[src/rtl/mc_controller_ws.sv]
// Multicycle MIPS control unit: wait-state aware sequencing, direct alu_op
// generation, sticky error trapping and cycle/instruction counters.
module mc_controller_ws #(
    parameter int unsigned CNT_W   = 32,
    parameter int unsigned TIMEOUT = 15,
    parameter int unsigned HAS_JAL = 1
) (
    input  logic             clk,
    input  logic             rst,
    input  logic             zero,
    input  logic [5:0]       opcode,
    input  logic [5:0]       func,
    input  logic             mem_ready,
    output logic             pc_write_en,
    output logic             ir_write,
    output logic             reg_dst,
    output logic             jal_reg,
    output logic             pc_to_reg,
    output logic             mem_to_reg,
    output logic             reg_write,
    output logic             alu_src_a,
    output logic             i_or_d,
    output logic             mem_write,
    output logic             mem_read,
    output logic [1:0]       alu_src_b,
    output logic [1:0]       pc_src,
    output logic [2:0]       alu_op,
    output logic [3:0]       state,
    output logic             illegal_op,
    output logic             bus_err,
    output logic [CNT_W-1:0] cycle_cnt,
    output logic [CNT_W-1:0] instr_cnt
);

    localparam int unsigned WAIT_W = (TIMEOUT < 2) ? 1 : $clog2(TIMEOUT + 1);

    localparam logic [5:0] OP_RTYPE = 6'b000000;
    localparam logic [5:0] OP_J     = 6'b000010;
    localparam logic [5:0] OP_JAL   = 6'b000011;
    localparam logic [5:0] OP_BEQ   = 6'b000100;
    localparam logic [5:0] OP_BNE   = 6'b000101;
    localparam logic [5:0] OP_ADDI  = 6'b001000;
    localparam logic [5:0] OP_SLTI  = 6'b001010;
    localparam logic [5:0] OP_ANDI  = 6'b001100;
    localparam logic [5:0] OP_LW    = 6'b100011;
    localparam logic [5:0] OP_SW    = 6'b101011;

    localparam logic [5:0] FN_JR    = 6'b001000;
    localparam logic [5:0] FN_ADD   = 6'b100000;
    localparam logic [5:0] FN_SUB   = 6'b100010;
    localparam logic [5:0] FN_AND   = 6'b100100;
    localparam logic [5:0] FN_OR    = 6'b100101;
    localparam logic [5:0] FN_SLT   = 6'b101010;

    localparam logic [2:0] ALU_AND  = 3'b000;
    localparam logic [2:0] ALU_OR   = 3'b001;
    localparam logic [2:0] ALU_ADD  = 3'b010;
    localparam logic [2:0] ALU_SUB  = 3'b110;
    localparam logic [2:0] ALU_SLT  = 3'b111;

    typedef enum logic [3:0] {
        S_IF       = 4'd0,
        S_ID       = 4'd1,
        S_BRANCH   = 4'd2,
        S_JUMP     = 4'd3,
        S_RTYPE_EX = 4'd4,
        S_RTYPE_WB = 4'd5,
        S_MEM_ADDR = 4'd6,
        S_LW_READ  = 4'd7,
        S_LW_WB    = 4'd8,
        S_SW_WRITE = 4'd9,
        S_JAL      = 4'd10,
        S_JR       = 4'd11,
        S_IMM_EX   = 4'd12,
        S_IMM_WB   = 4'd13,
        S_ERR      = 4'd15
    } state_t;

    state_t            cur_state;
    state_t            nxt_state;
    logic [WAIT_W-1:0] wait_cnt;
    logic              in_mem;
    logic              timeout_hit;
    logic              func_alu;

    assign state    = cur_state;
    assign in_mem   = (cur_state == S_IF) || (cur_state == S_LW_READ) ||
                      (cur_state == S_SW_WRITE);
    assign func_alu = (func == FN_ADD) || (func == FN_SUB) || (func == FN_AND) ||
                      (func == FN_OR)  || (func == FN_SLT);
    assign timeout_hit = (TIMEOUT != 0) && in_mem && !mem_ready &&
                         (wait_cnt == WAIT_W'(TIMEOUT));

    // State register, wait counter, sticky flags and performance counters
    always_ff @(posedge clk or negedge rst) begin
        if (!rst) begin
            cur_state  <= S_IF;
            wait_cnt   <= '0;
            illegal_op <= 1'b0;
            bus_err    <= 1'b0;
            cycle_cnt  <= '0;
            instr_cnt  <= '0;
        end else begin
            cur_state <= nxt_state;
            if (mem_ready || !in_mem)
                wait_cnt <= '0;
            else
                wait_cnt <= wait_cnt + WAIT_W'(1);
            if (cur_state == S_ID && nxt_state == S_ERR)
                illegal_op <= 1'b1;
            if (timeout_hit)
                bus_err <= 1'b1;
            if (cur_state != S_ERR)
                cycle_cnt <= cycle_cnt + CNT_W'(1);
            if (nxt_state == S_IF && cur_state != S_IF && cur_state != S_ERR)
                instr_cnt <= instr_cnt + CNT_W'(1);
        end
    end

    // Next-state sequencing, including memory stretch and timeout trap
    always_comb begin
        nxt_state = cur_state;
        case (cur_state)
            S_IF: begin
                if (timeout_hit)    nxt_state = S_ERR;
                else if (mem_ready) nxt_state = S_ID;
            end
            S_ID: begin
                case (opcode)
                    OP_BEQ, OP_BNE:            nxt_state = S_BRANCH;
                    OP_J:                      nxt_state = S_JUMP;
                    OP_JAL:                    nxt_state = (HAS_JAL != 0) ? S_JAL : S_ERR;
                    OP_RTYPE: begin
                        if (func == FN_JR)     nxt_state = S_JR;
                        else if (func_alu)     nxt_state = S_RTYPE_EX;
                        else                   nxt_state = S_ERR;
                    end
                    OP_LW, OP_SW:              nxt_state = S_MEM_ADDR;
                    OP_ADDI, OP_ANDI, OP_SLTI: nxt_state = S_IMM_EX;
                    default:                   nxt_state = S_ERR;
                endcase
            end
            S_MEM_ADDR: nxt_state = (opcode == OP_LW) ? S_LW_READ : S_SW_WRITE;
            S_LW_READ: begin
                if (timeout_hit)    nxt_state = S_ERR;
                else if (mem_ready) nxt_state = S_LW_WB;
            end
            S_SW_WRITE: begin
                if (timeout_hit)    nxt_state = S_ERR;
                else if (mem_ready) nxt_state = S_IF;
            end
            S_RTYPE_EX: nxt_state = S_RTYPE_WB;
            S_IMM_EX:   nxt_state = S_IMM_WB;
            S_BRANCH, S_JUMP, S_JAL, S_JR,
            S_RTYPE_WB, S_IMM_WB, S_LW_WB: nxt_state = S_IF;
            S_ERR:      nxt_state = S_ERR;
            default:    nxt_state = S_ERR;
        endcase
    end

    // Datapath control decode; ir_write/pc_write_en follow mem_ready and zero
    always_comb begin
        pc_write_en = 1'b0;
        ir_write    = 1'b0;
        reg_dst     = 1'b0;
        jal_reg     = 1'b0;
        pc_to_reg   = 1'b0;
        mem_to_reg  = 1'b0;
        reg_write   = 1'b0;
        alu_src_a   = 1'b0;
        i_or_d      = 1'b0;
        mem_write   = 1'b0;
        mem_read    = 1'b0;
        alu_src_b   = 2'b00;
        pc_src      = 2'b00;
        alu_op      = ALU_ADD;
        case (cur_state)
            S_IF: begin
                mem_read    = 1'b1;
                alu_src_b   = 2'b01;
                ir_write    = mem_ready;
                pc_write_en = mem_ready;
            end
            S_ID: alu_src_b = 2'b11;
            S_BRANCH: begin
                alu_src_a   = 1'b1;
                alu_op      = ALU_SUB;
                pc_src      = 2'b11;
                pc_write_en = (opcode == OP_BNE) ? ~zero : zero;
            end
            S_JUMP: begin
                pc_src      = 2'b01;
                pc_write_en = 1'b1;
            end
            S_JAL: begin
                reg_dst     = 1'b1;
                jal_reg     = 1'b1;
                pc_to_reg   = 1'b1;
                reg_write   = 1'b1;
                pc_src      = 2'b01;
                pc_write_en = 1'b1;
            end
            S_JR: begin
                pc_src      = 2'b10;
                pc_write_en = 1'b1;
            end
            S_RTYPE_EX: begin
                alu_src_a = 1'b1;
                case (func)
                    FN_SUB:  alu_op = ALU_SUB;
                    FN_AND:  alu_op = ALU_AND;
                    FN_OR:   alu_op = ALU_OR;
                    FN_SLT:  alu_op = ALU_SLT;
                    default: alu_op = ALU_ADD;
                endcase
            end
            S_RTYPE_WB: begin
                reg_dst   = 1'b1;
                reg_write = 1'b1;
            end
            S_IMM_EX: begin
                alu_src_a = 1'b1;
                alu_src_b = 2'b10;
                case (opcode)
                    OP_ANDI: alu_op = ALU_AND;
                    OP_SLTI: alu_op = ALU_SLT;
                    default: alu_op = ALU_ADD;
                endcase
            end
            S_IMM_WB: reg_write = 1'b1;
            S_MEM_ADDR: begin
                alu_src_a = 1'b1;
                alu_src_b = 2'b10;
            end
            S_LW_READ: begin
                mem_read = 1'b1;
                i_or_d   = 1'b1;
            end
            S_LW_WB: begin
                mem_to_reg = 1'b1;
                reg_write  = 1'b1;
            end
            S_SW_WRITE: begin
                mem_write = 1'b1;
                i_or_d    = 1'b1;
            end
            default: ;
        endcase
    end

endmodule

[config.mk]
export PLATFORM = sky130hd
export DESIGN_NAME = mc_controller_ws
export DESIGN_NICKNAME = d
export VERILOG_FILES = /design/src/rtl/mc_controller_ws.sv
export SDC_FILE = /design/constraint.sdc
export NUM_CORES = 1
export LEC_CHECK = 0
export ABC_AREA = 1
export ABC_CLOCK_PERIOD_IN_PS = 2160
export CORE_UTILIZATION = 52
export DETAILED_ROUTE_END_ITERATION = 12
export HOLD_SLACK_MARGIN = 0.15
export PLACE_DENSITY = 0.82
export SYNTH_ARGS = -nofsm -noshare
export SYNTH_HDL_FRONTEND = slang
export SYNTH_SLANG_ARGS = --single-unit
[constraint.sdc]
create_clock -name clk -period 2.16 [get_ports clk]
set_input_delay 0.432 -clock clk [delete_from_list [all_inputs] [get_ports clk]]
set_output_delay 0.432 -clock clk [all_outputs]
set_load 0.005 [all_outputs]
==> impl_metrics.toml <==
[run_status]
status = "complete, but fails checks"
violations = "negative setup slack"

[clocking]
htreeDepth = 3
clk_pin_slew_ns = 0.08
clkSinkCount = 74
cts_tree = "built"
numCtsBuffers = 9
cts_max_path_buffers = 2
clock_latency_ns = 0.36
root_buffer = "clkbuf_8"

[worst_setup_path]
startpoint_type = "register"
required_ns = 2.45
worst_ep_arrival_time_ns = 2.61
end_kind = "register"
startpoint = "state[1]$_DFF_PN0_"
crit_fanout = 32
r2r-start = "state[1]$_DFF_PN0_"
cp_slowest_stage_delay_ns = 0.49
crit_chain = "nor2_4 -> inv_2 -> buf_4 -> a22oi_1 -> nand2_1 -> nor2_2 -> nand2_2 -> nor2_4 -> buf_12 -> nand3_2 -> nand2_1"
slowest_stage = "dfrtp_2"
path_class = "reg2reg"

[power]
p_per_area_nw_per_um2 = 375
p_leak_nw = 3.50
ir_drop_uv = 263

[final_layout]
n_fill_cell = 474
drive_above_1_share_pct = 26.3
syn_to_final_growth_pct = 54.8
diodes = 0
regArea_um2 = 1860
finalInstanceArea_um2 = 7330
multi_input_comb_area_um2 = 3130
num-nets-final = 860

[routing]
post_drt_via_cell_ratio = 6.09
drt-initial-drc-count = 662
drtPass1Iterations = 8
wl_um = 18400
antenna_left = 0
wire_per_inst_um = 19.3
post-route-drc-count = 0
dr_wl_met2_um = 8630
route.met3.wl_um = 1760
wl_met1_um = 6820
dr_total_vias = 5805
highest_layer = "met4"

[global_route]
grt_usage_pct = 29.1
antenna_found_initial = 0
grt_max_degree = 75
overflow = 0
grt_pass1_wl_um = 22400
grt_pass1_vias = 4886

[job]
cap_violations = 0

[floorplan]
start_util_pct = 54.1
die_w_um = 97.5
coreArea_um2 = 8760
die-height_um = 97.5
row_count = 34
io_pins = 104
die_area_um2 = 9500

[yosys]
yosysWarnings = 0
netlist_instances = 659
synth_seq_area_share_pct = 39.1
ys.flop_type = "dfrtp_1"
avgSynthCellArea_um2 = 7.19
synth-edff-count = 0
ys_ff_latch = 74
synth_nets = 678
synth_top_cells_by_area = "dfrtp_1, nand2_1, xor2_1"
synth_area_leader_cell = "dfrtp_1"
netlist_area_um2 = 4740
yosysUniqueCellTypes = 33
ys_top_cells_by_count = "nand2_1, nor2_1, dfrtp_1"
yosys.area.top_type_share_pct = 39.1
async_flop_share_pct = 100
synth_most_common_cell = "nand2_1"

[timing]
slew_headroom_pct = 63.9
setup_viol = 36
fmax_ghz = 0.432
worst_pin_slew_ns = 0.537
rsz0062_at_grt = "true"
slew_violations = 0
setup_tns_ns = -3.71
hold_violations = 0
clock_skew_ns = 0.00882
fin_ws_ns = -0.157
period_needed_ns = 2.32
fin_crit_sh_pct = 107

[placed_design]
dpl_cell_area_um2 = 6090
io_buffers = 103
gp_congestion = 0.930
place_ws_ns = -0.432
dp_hpwl_um = 9800

[min_path]
hold_start = "wait_cnt[0]$_DFF_PN0_"
hp-class = "reg2reg"
what timing repair did:
| item | 4_1_cts | 5_1_grt |
|---|---|---|
| gates cloned | 0 | 6 |
| endpoints found under the hold margin | 74 | 0 |
| gates resized for setup | 51 | 149 |
| hold buffers | 1 | 0 |
| pin swaps | 9 | 67 |
| endpoints found under the setup margin | 50 | 54 |
| setup buffers | 19 | 23 |
kinds of logic (layout without fill, tap and decap cells):
| group | after synthesis | after routing | synth area share, % |
|---|---|---|---|
| buf+inv | 74 | 257 | 6.73 |
| fa+ha+maj | 3 | 3 | 0.792 |
| compound gates | 16 | 16 | 2.06 |
| flops | 74 | 74 | 39.1 |
| xor+xnor | 62 | 62 | 11.5 |
| simple gates | 430 | 433 | 39.9 |
final cells by class:
cell class,count,share of cell area [%]
clock inverter,5,1.07
multi-input combinational,514,42.7
clock buffer,10,1.88
inverter,63,3.39
sequential,74,25.3
tap,108,1.84
timing repair buffer,179,23.8
per-stage QoR:
step	total power [mW]	hold WS, ns	util [%]	instances
after global placement	1.52	0.442	69.5	890
after floorplan	1.44	0.136	-	659
final	2.75	0.492	83.7	953
after detailed placement	1.53	0.457	69.5	890
after CTS	2.71	0.466	74.5	925
after global routing	2.83	0.504	83.7	953
metal layers:
layer | GRT usage [%] | vias to the layer above
li1 | - | 2490
met1 | 38.0 | 2715
met2 | 48.0 | 471
met3 | 3.60 | 129
met4 | 13.6 | 0
met5 | 0 | -
critical path, delay by kind of cell, from the launching register on:
family                 cells  cell delay, ns
buffers and inverters      3            0.47
AND/OR/NAND/NOR            7            0.97
flip-flops                 1            0.49
AO/OA/AOI/OAI              1            0.28
state kept, by name, summed over array words and instances (netlist names):
| name | count |
|---|---|
| cycle_cnt | 32 |
| illegal_op | 1 |
| state | 4 |
| instr_cnt | 32 |
| bus_err | 1 |
| wait_cnt | 4 |
path summary, 6_finish.rpt:
| path | slack (ns) | depth (start not counted) | endpoint |
|---|---|---|---|
| min reg2reg | 0.49 | 1 | wait_cnt[0]$_DFF_PN0_ |
| min in group asynchronous | 0.63 | 3 | cycle_cnt[11]$_DFFE_PN0P_ |
| min | 0.49 | 1 | wait_cnt[0]$_DFF_PN0_ |
| max in group asynchronous | 1.19 | 3 | state[1]$_DFF_PN0_ |
| max reg2reg | -0.16 | 11 | instr_cnt[9]$_DFFE_PN0P_ |
| max | -0.16 | 11 | instr_cnt[9]$_DFFE_PN0P_ |
placed cells by master (no fill, tap or decap), types with 10 or more instances in the layout:
cell	count
nand2_1	188
clkdlybuf4s50_1	76
dfrtp_1	70
nor2_1	57
buf_4	56
inv_1	48
xor2_1	43
nand3_2	35
nand3_1	31
nor3_1	29
xnor2_1	19
nand2_2	15
nor2_4	15
nand4_1	14
buf_6	13
nor2_2	12
inv_2	12
dlymetal6s2s_1	12
nor4_1	10
clkbuf_8	10
power by group:
group	internal (mW)	switching, mW	total, mW
Combinational	0.0568	0.0857	0.143
Sequential	1.38	0	1.38
Clock	0.674	0.549	1.22
Note: power is estimated with default switching activity, not from simulation.
